--- src/rtl/seg_scan_if.sv ---
// rtl/seg_scan_if.sv - clock digit inputs and multiplexed 7-segment outputs
interface seg_scan_if;
    logic       hourten;
    logic [3:0] hour;
    logic [2:0] minten;
    logic [3:0] min;
    logic       blink_en;
    logic [3:0] an;
    logic [6:0] seg;
    logic       dp;

    modport master (
        output hourten, hour, minten, min, blink_en,
        input  an, seg, dp
    );

    modport slave (
        input  hourten, hour, minten, min, blink_en,
        output an, seg, dp
    );
endinterface

--- src/rtl/seg_scan_driver.sv ---
// rtl/seg_scan_driver.sv - 4-digit 7-segment scan driver with tear-free snapshot and blink; optional colon via DP_COLON_EN
module seg_scan_driver #(
    parameter int REFRESH_DIV = 100000,
    parameter int BLINK_DIV   = 50000000
) (
    input  logic        clk,
    input  logic        rst,
    seg_scan_if.slave   bus
);
    localparam int RW = (REFRESH_DIV > 1) ? $clog2(REFRESH_DIV) : 1;
    localparam int BW = (BLINK_DIV > 1) ? $clog2(BLINK_DIV) : 1;
    localparam logic [RW-1:0] REF_LAST   = RW'(REFRESH_DIV - 1);
    localparam logic [BW-1:0] BLINK_LAST = BW'(BLINK_DIV - 1);

    // Active-low cathode pattern {g,f,e,d,c,b,a} for a BCD digit
    function automatic logic [6:0] seg_code(input logic [3:0] v);
        logic [6:0] c;
        case (v)
            4'd0:    c = 7'h40;
            4'd1:    c = 7'h79;
            4'd2:    c = 7'h24;
            4'd3:    c = 7'h30;
            4'd4:    c = 7'h19;
            4'd5:    c = 7'h12;
            4'd6:    c = 7'h02;
            4'd7:    c = 7'h78;
            4'd8:    c = 7'h00;
            4'd9:    c = 7'h10;
            default: c = 7'h3F;
        endcase
        return c;
    endfunction

    logic [RW-1:0] ref_cnt_q, ref_cnt_d;
    logic [1:0]    idx_q, idx_d;
    logic [BW-1:0] blink_cnt_q, blink_cnt_d;
    logic          blink_phase_q, blink_phase_d;
    logic          snap_hourten_q, snap_hourten_d;
    logic [3:0]    snap_hour_q, snap_hour_d;
    logic [2:0]    snap_minten_q, snap_minten_d;
    logic [3:0]    snap_min_q, snap_min_d;
    logic [3:0]    an_q, an_d;
    logic [6:0]    seg_q, seg_d;

    logic          ref_tick;
    logic          blink_wrap;
    logic          capture;
    logic          blank;
    logic          lead_blank;
    logic [3:0]    digit_val;
    logic          digit_bad;

    // Counters, scan index and frame snapshot next-state
    always_comb begin
        ref_tick       = (ref_cnt_q == REF_LAST);
        blink_wrap     = (blink_cnt_q == BLINK_LAST);
        capture        = ref_tick && (idx_q == 2'd3);

        ref_cnt_d      = ref_tick ? '0 : ref_cnt_q + 1'b1;
        idx_d          = ref_tick ? idx_q + 2'd1 : idx_q;
        blink_cnt_d    = blink_wrap ? '0 : blink_cnt_q + 1'b1;
        blink_phase_d  = blink_phase_q ^ blink_wrap;

        snap_hourten_d = snap_hourten_q;
        snap_hour_d    = snap_hour_q;
        snap_minten_d  = snap_minten_q;
        snap_min_d     = snap_min_q;
        if (capture) begin
            snap_hourten_d = bus.hourten;
            snap_hour_d    = bus.hour;
            snap_minten_d  = bus.minten;
            snap_min_d     = bus.min;
        end
    end

    // Digit selection, decode and blanking for the next registered output
    always_comb begin
        digit_val = 4'd0;
        digit_bad = 1'b0;
        case (idx_q)
            2'd0: begin
                digit_val = snap_min_q;
                digit_bad = (snap_min_q > 4'd9);
            end
            2'd1: begin
                digit_val = {1'b0, snap_minten_q};
                digit_bad = (snap_minten_q > 3'd5);
            end
            2'd2: begin
                digit_val = snap_hour_q;
                digit_bad = (snap_hour_q > 4'd9);
            end
            default: begin
                digit_val = {3'b000, snap_hourten_q};
                digit_bad = 1'b0;
            end
        endcase

        blank      = bus.blink_en && blink_phase_q;
        lead_blank = (idx_q == 2'd3) && !snap_hourten_q;

        if (blank || lead_blank) begin
            an_d  = 4'b1111;
            seg_d = 7'h7F;
        end else begin
            an_d  = ~(4'b0001 << idx_q);
            seg_d = digit_bad ? 7'h3F : seg_code(digit_val);
        end
    end

    // State and output registers
    always_ff @(posedge clk or posedge rst) begin
        if (rst) begin
            ref_cnt_q      <= '0;
            idx_q          <= 2'd0;
            blink_cnt_q    <= '0;
            blink_phase_q  <= 1'b0;
            snap_hourten_q <= 1'b0;
            snap_hour_q    <= 4'd0;
            snap_minten_q  <= 3'd0;
            snap_min_q     <= 4'd0;
            an_q           <= 4'b1111;
            seg_q          <= 7'h7F;
        end else begin
            ref_cnt_q      <= ref_cnt_d;
            idx_q          <= idx_d;
            blink_cnt_q    <= blink_cnt_d;
            blink_phase_q  <= blink_phase_d;
            snap_hourten_q <= snap_hourten_d;
            snap_hour_q    <= snap_hour_d;
            snap_minten_q  <= snap_minten_d;
            snap_min_q     <= snap_min_d;
            an_q           <= an_d;
            seg_q          <= seg_d;
        end
    end

    assign bus.an  = an_q;
    assign bus.seg = seg_q;

`ifdef DP_COLON_EN
    logic dp_q, dp_d;

    // Colon lit in the hour-ones slot during the first blink half-period
    always_comb begin
        dp_d = 1'b1;
        if (!blank && (idx_q == 2'd2) && !blink_phase_q) begin
            dp_d = 1'b0;
        end
    end

    // Colon output register
    always_ff @(posedge clk or posedge rst) begin
        if (rst) begin
            dp_q <= 1'b1;
        end else begin
            dp_q <= dp_d;
        end
    end

    assign bus.dp = dp_q;
`else
    assign bus.dp = 1'b1;
`endif
endmodule

--- src/flat_wrapper.sv ---
// flat-port wrapper written by rule: the top's interface ports become plain ports
module seg_scan_driver_flat 
#(
    parameter int REFRESH_DIV = 100000,
    parameter int BLINK_DIV   = 50000000
)
  (clk, rst, bus_hourten, bus_hour, bus_minten, bus_min, bus_blink_en, bus_an, bus_seg, bus_dp);
  seg_scan_if bus_i ();
  input  logic clk;
  input  logic rst;
  input wire logic [$bits(bus_i.hourten)-1:0] bus_hourten;
  input wire logic [$bits(bus_i.hour)-1:0] bus_hour;
  input wire logic [$bits(bus_i.minten)-1:0] bus_minten;
  input wire logic [$bits(bus_i.min)-1:0] bus_min;
  input wire logic [$bits(bus_i.blink_en)-1:0] bus_blink_en;
  output wire logic [$bits(bus_i.an)-1:0] bus_an;
  output wire logic [$bits(bus_i.seg)-1:0] bus_seg;
  output wire logic [$bits(bus_i.dp)-1:0] bus_dp;
  assign bus_i.hourten = bus_hourten;
  assign bus_i.hour = bus_hour;
  assign bus_i.minten = bus_minten;
  assign bus_i.min = bus_min;
  assign bus_i.blink_en = bus_blink_en;
  assign bus_an = bus_i.an;
  assign bus_seg = bus_i.seg;
  assign bus_dp = bus_i.dp;
  seg_scan_driver #(.REFRESH_DIV(REFRESH_DIV), .BLINK_DIV(BLINK_DIV)) u_core (.clk(clk), .rst(rst), .bus(bus_i));
endmodule
--- config.mk ---
export PLATFORM = sky130hd
export DESIGN_NAME = seg_scan_driver_flat
export DESIGN_NICKNAME = d
export VERILOG_FILES = /design/src/rtl/seg_scan_if.sv /design/src/rtl/seg_scan_driver.sv /design/src/flat_wrapper.sv
export SDC_FILE = /design/constraint.sdc
export NUM_CORES = 1
export LEC_CHECK = 0
export CAP_MARGIN = 20
export CORE_MARGIN = 2
export CORE_UTILIZATION = 31
export CTS_CLUSTER_SIZE = 16
export DETAILED_ROUTE_END_ITERATION = 16
export MAX_ROUTING_LAYER = met4
export SETUP_SLACK_MARGIN = 0.02
export SLEW_MARGIN = 20
export SYNTH_ARGS = -nofsm -noshare
export SYNTH_HDL_FRONTEND = slang
export SYNTH_SLANG_ARGS = --single-unit
--- constraint.sdc ---
create_clock -name clk -period 3 [get_ports clk]
set_clock_uncertainty 0.05 [all_clocks]
set_input_delay 0.45 -clock clk [delete_from_list [all_inputs] [get_ports clk]]
set_output_delay 0.45 -clock clk [all_outputs]
set_load 0.05 [all_outputs]
# Word-level counts from Yosys, hierarchy flattened
# Memories as Yosys holds them, arrays and structs flattened.
# Cells that the tools add are included.
[word_totals]
regBits = 69
rom_bits = 112
inputBits = 15
out_inout_bits = 12
elab_cells = 38
memories = 1
[mem_list]
columns = ["memory", "words", "width", "read_ports", "rd_clocked_by_memory_dff", "wr", "line_no", "source"]
rows = [
  ["(no name shown)", 16, 7, 1, 0, 0, "seg_scan_driver.sv:18", "case (v)"],
]
[op_classes]
add_sub_neg = 3
n_lt_le_gt_ge = 3
n_eq_ne = 5
shifts = 1
n_mux = 7
bitwise = 2
n_reduce_logical = 6
[ops]
columns = ["operator", "n"]
rows = [
  ["26-bit by 1-bit adder with 26-bit output, second input constant", 1],
  ["26-bit == test, second input constant", 1],
  ["26-bit 2-to-1 mux", 1],
  ["17-bit by 1-bit adder with 17-bit output, second input constant", 1],
  ["17-bit == test, second input constant", 1],
  ["17-bit 2-to-1 mux", 1],
  ["7-bit 2-to-1 mux", 2],
  ["4-bit one-hot mux with 3 select lines", 1],
  ["4-bit greater-than comparator, second input constant", 2],
  ["2-bit == test, second input constant", 2],
  ["4-bit 2-to-1 mux", 1],
  ["4-bit inverter", 1],
  ["1-bit by 2-bit << shifter with 4-bit output, first input constant", 1],
  ["3-bit greater-than comparator, second input constant", 1],
  ["1-bit logical AND", 3],
  ["1-bit one-hot mux with 3 select lines", 1],
  ["2-bit by 1-bit adder with 2-bit output, second input constant", 1],
  ["2-bit by 1-bit == test with 1-bit output, second input constant", 1],
  ["2-bit logical NOT", 1],
  ["1-bit logical NOT", 1],
  ["1-bit logical OR", 1],
  ["1-bit XOR", 1],
]

# Longest topological paths before layout
# An unclocked memory read counts as a cell.
[logic_depth]
word_depth = 5
depth_mapped = 9
mapped_depth_nobuf = 9

# Worst setup path after synthesis
# OpenSTA, ideal clock, no wires.
[synth_path]
path_type = "register to register"
startpoint = "register u_core.idx_q[0]"
endpoint = "register u_core.seg_q[5], in the netlist u_core.bus.seg[5]"
t_arrival_ns = 1.989
required_time_ns = 2.845
slack_ns = 0.856
stages_incl_launch_ff = 8
n_path_buf = 0
period_less_slack_ns = 2.144
path_cell_list = "dfrtp_1 -> inv_1 -> ha_1 -> a222oi_1 -> nor2_1 -> ha_1 -> nor4_1 -> o21ai_0"
[synth_between]
elab_chain_cells = 5
elab_cells_between_ends = 11
[synth_lines]
columns = ["item", "line_no", "source"]
rows = [
  ["start: declaration", "seg_scan_driver.sv:35", "logic [1:0] idx_q, idx_d;"],
  ["start signal: assignment", "seg_scan_driver.sv:126", "idx_q <= idx_d;"],
  ["2-bit == test, or another cell as far along", "seg_scan_driver.sv:80", "case (idx_q)"],
  ["4-bit one-hot mux with 3 select lines", "seg_scan_driver.sv:80", ""],
  ["memory read 16 x 7 bit", "n/a", ""],
  ["7-bit 2-to-1 mux", "seg_scan_driver.sv:107", "seg_d = digit_bad ? 7'h3F : seg_code(digit_val);"],
  ["7-bit 2-to-1 mux *", "seg_scan_driver.sv:102", "if (blank || lead_blank) begin"],
  ["named net u_core.seg_d[5]", "seg_scan_driver.sv:43", "logic [6:0] seg_q, seg_d;"],
  ["end signal: assignment", "seg_scan_driver.sv:134", "seg_q <= seg_d;"],
  ["end: declaration", "seg_scan_driver.sv:43", ""],
]
# Mark *: on every way through the listed nets, which the timed path passes. The rest lies on a longest branch.
# A chain may end at the register's enable or synchronous reset.

# Final worst setup path
# Ends and elaborated chain as after synthesis.

==> impl_metrics.json <==
{
  "dieArea_um2": 11700,
  "p_total_w": 0.00194,
  "placed_cells": 465,
  "place_hpwl_mm": 4.45,
  "post-cts-setup-buffer-count": 0,
  "path_max_fanout": 6,
  "clockBufferDepth": 2,
  "syn_area_per_cell_um2": 11.1,
  "start_util_pct": 31.4,
  "grtUsageTotal_pct": 12.6,
  "die_w_um": 108,
  "drv_slew": 0,
  "critPathMostFrequentCell": "ha_1",
  "row_count": 38,
  "leakage_nw": 1.73,
  "period_needed_ns": 2.40,
  "area_delta_synth_final_pct": 19.4,
  "ys_warn_count": 0,
  "grt_max_degree": 45,
  "synthTopCellsByArea": "dfrtp_1 43%, dfstp_2 8.6%, mux2_4 4.5%, xnor2_1 4.4%, xor2_1 3.9%",
  "clk_pin_slew_ns": 0.07,
  "n_antenna_cell": 0,
  "holdPathStages": 1,
  "drive_gt1_share_pct": 14.4,
  "ys_seq_elements": 69,
  "core_region_area_um2": 10700,
  "drc": 0,
  "wl_mm": 6.38,
  "htree_levels": 3,
  "gp_congestion": 0.830,
  "final_nets": 361,
  "cts-hold-fix-buffers": 0,
  "start_kind": "flop",
  "num_io_pins": 27,
  "detail_route.wl_per_cell_um": 13.3,
  "crit_type": "flop to flop",
  "synth_seq_area_share_pct": 51.8,
  "ys_types": 47,
  "viasPerCell": 4.88,
  "ant_nets": 0,
  "worstReg2RegEnd": "u_core.bus.seg[5]",
  "finalSetupViolations": 0,
  "die_y_um": 108,
  "worst_setup_path_end_kind": "flop",
  "final-seq-area_um2": 1740,
  "clkLatencyLatePin_ns": 0.35,
  "hp-class": "flop to flop",
  "timing.rr.start": "u_core.idx_q[0]",
  "stdcell_count": 481,
  "max_freq_mhz": 417,
  "finalCritPeriodShare_pct": 79.9,
  "vdd_drop_max_uv": 307,
  "min_to": "u_core.ref_cnt_q[0]",
  "cts_tree": "done",
  "antenna_found_initial": 0,
  "hold_viol": 0,
  "yosys.area.top_type": "dfrtp_1",
  "drv_cap": 0,
  "crit_path_cell_trace": "inv_1, ha_1, a222oi_1, mux2i_1, ha_1, nor4_1, o21ai_0",
  "worst_pin_slew_ns": 0.764,
  "clock-sinks": 69,
  "vias": 2349,
  "async_flop_share_pct": 100,
  "synth_top_area_share_pct": 43.2,
  "grt_pass1_wl_mm": 11.2,
  "cpMaxStageDelayCell": "a222oi_1",
  "reg2regPathDepth": 7,
  "synth_edf_count": 0,
  "syn_area_um2": 3360,
  "cp.arrival_ns": 2.59,
  "first_iter_violations": 104,
  "nFillCells": 1058,
  "root_buffer": "clkbuf_8",
  "ys.flop_type": "dfrtp_1",
  "path_delay_family": "compound AO/OA/AOI/OAI gates",
  "relSlewSlack_pct": 49.1,
  "rsz0062_at_grt": "no",
  "worstPathRequired_ns": 3.19,
  "hp-start": "u_core.ref_cnt_q[0]",
  "syn_inst": 303,
  "cts_made_buffers": 9,
  "cp_slowest_stage_delay_ns": 0.54,
  "reg2reg_slack_ns": 0.60,
  "cts_resized": 0,
  "p_per_area_nw_per_um2": 484,
  "grt-ovfl-total": 0,
  "multi_input_area_um2": 1550,
  "syn_nets": 328,
  "grt_pass1_vias": 2339,
  "setup_tns_ns": 0,
  "drtPass1Iterations": 6,
  "portBuffers": 25,
  "critPathBufInv": 1,
  "status": "finished, final reports clean"
}
## how the worst max path moves through the flow
| stage | to | cells past startpoint | from |
|---|---|---|---|
| after detailed placement | u_core.bus.seg[5] | 7 | u_core.idx_q[0] |
| after floorplan | u_core.blink_cnt_q[0] | 1 | rst |
| after global routing | u_core.bus.seg[0] | 8 | u_core.idx_q[0] |
| after CTS | u_core.bus.seg[5] | 7 | u_core.idx_q[0] |
| after global placement | u_core.bus.seg[2] | 4 | bus_blink_en |
| final | u_core.bus.seg[5] | 7 | u_core.idx_q[0] |
## worst register-to-register path: stages (launching register included)
cell and delay [ns]:
dfrtp_1 0.39, inv_1 0.10, ha_1 0.27, a222oi_1 0.54, mux2i_1 0.26, ha_1 0.25, nor4_1 0.28, o21ai_0 0.15
## state kept, by name (all words and copies together), names as in the netlist
register and cells:
u_core.ref_cnt_q 17, u_core.blink_phase_q 1, u_core.snap_hourten_q 1, u_core.idx_q 2
u_core.snap_minten_q 3, u_core.bus.seg 7, u_core.bus.an 4, u_core.blink_cnt_q 26
u_core.snap_hour_q 4, u_core.snap_min_q 4
## synthesized netlist by cell type, drive strengths merged (8+ instances only)
library cell,number
a21oi,9
o21ai,9
dfrtp,58
inv,9
nand4,11
nor2,25
xnor2,17
nor4,8
xor2,15
nand2,25
dfstp,11
nand3,17
mux2,12
ha,10
## placed cells by master (no fill, tap or decap), drive strengths merged, types with 3 or more instances in the layout
master	count
clkdlybuf4s50	25
and4	5
o31ai	4
clkbuf	12
a21oi	9
inv	9
nor4	8
dfrtp	58
nand3	17
mux2	12
nand4	11
buf	4
o21ai	9
xor2	15
ha	10
nor3	6
nand2	25
xnor2	17
nor2	25
a222oi	3
or4	5
dfstp	11
or3	6
and3	4
o211ai	3
## cells by family after synthesis
logic type / share of synthesized area [%]
other: 0.112
buffers and inverters: 2.20
adders and majority gates: 3.72
AOI/OAI and AO/OA: 7.19
muxes: 5.74
and+or+nand+nor: 20.9
xor gates and xnor gates: 8.34
DFF: 51.8
## per-layer routing
metal | track usage [%] | part of all wire [%] | up-vias
met5 | - | 0 | -
met4 | 5.77 | 2.2 | 0
met3 | 3.13 | 3.4 | 15
met2 | 18.6 | 45 | 39
met1 | 16.4 | 49 | 1140
li1 | - | - | 1155
## cell type report
type,instances,area share [%]
clock inverter,4,1.75
timing repair buffer,29,7.30
inverter,9,0.842
multi-input combinational,218,38.5
clock buffer,12,3.87
tap,140,4.37
sequential,69,43.4
## per-stage QoR
step                area [um^2]  utilization (%)  setup slack, ns  hold slack, ns
finish                     4010             37.5            0.602           0.432
global route               4010             37.5            0.393           0.454
CTS                        4010             37.5            0.635           0.430
detailed placement         3790             35.4            0.652           0.421
global placement           3790             35.4            0.761           0.419
floorplan                  3360                -            0.778           0.393
## where the power goes
| group | internal, W | switching, W | leakage, nW |
|---|---|---|---|
| clock network | 0.000511 | 0.000344 | 0.116 |
| registers | 0.000951 | 0.00000987 | 0.869 |
| logic | 0.0000527 | 0.0000731 | 0.743 |
Note: power is estimated with default switching activity, not from simulation.
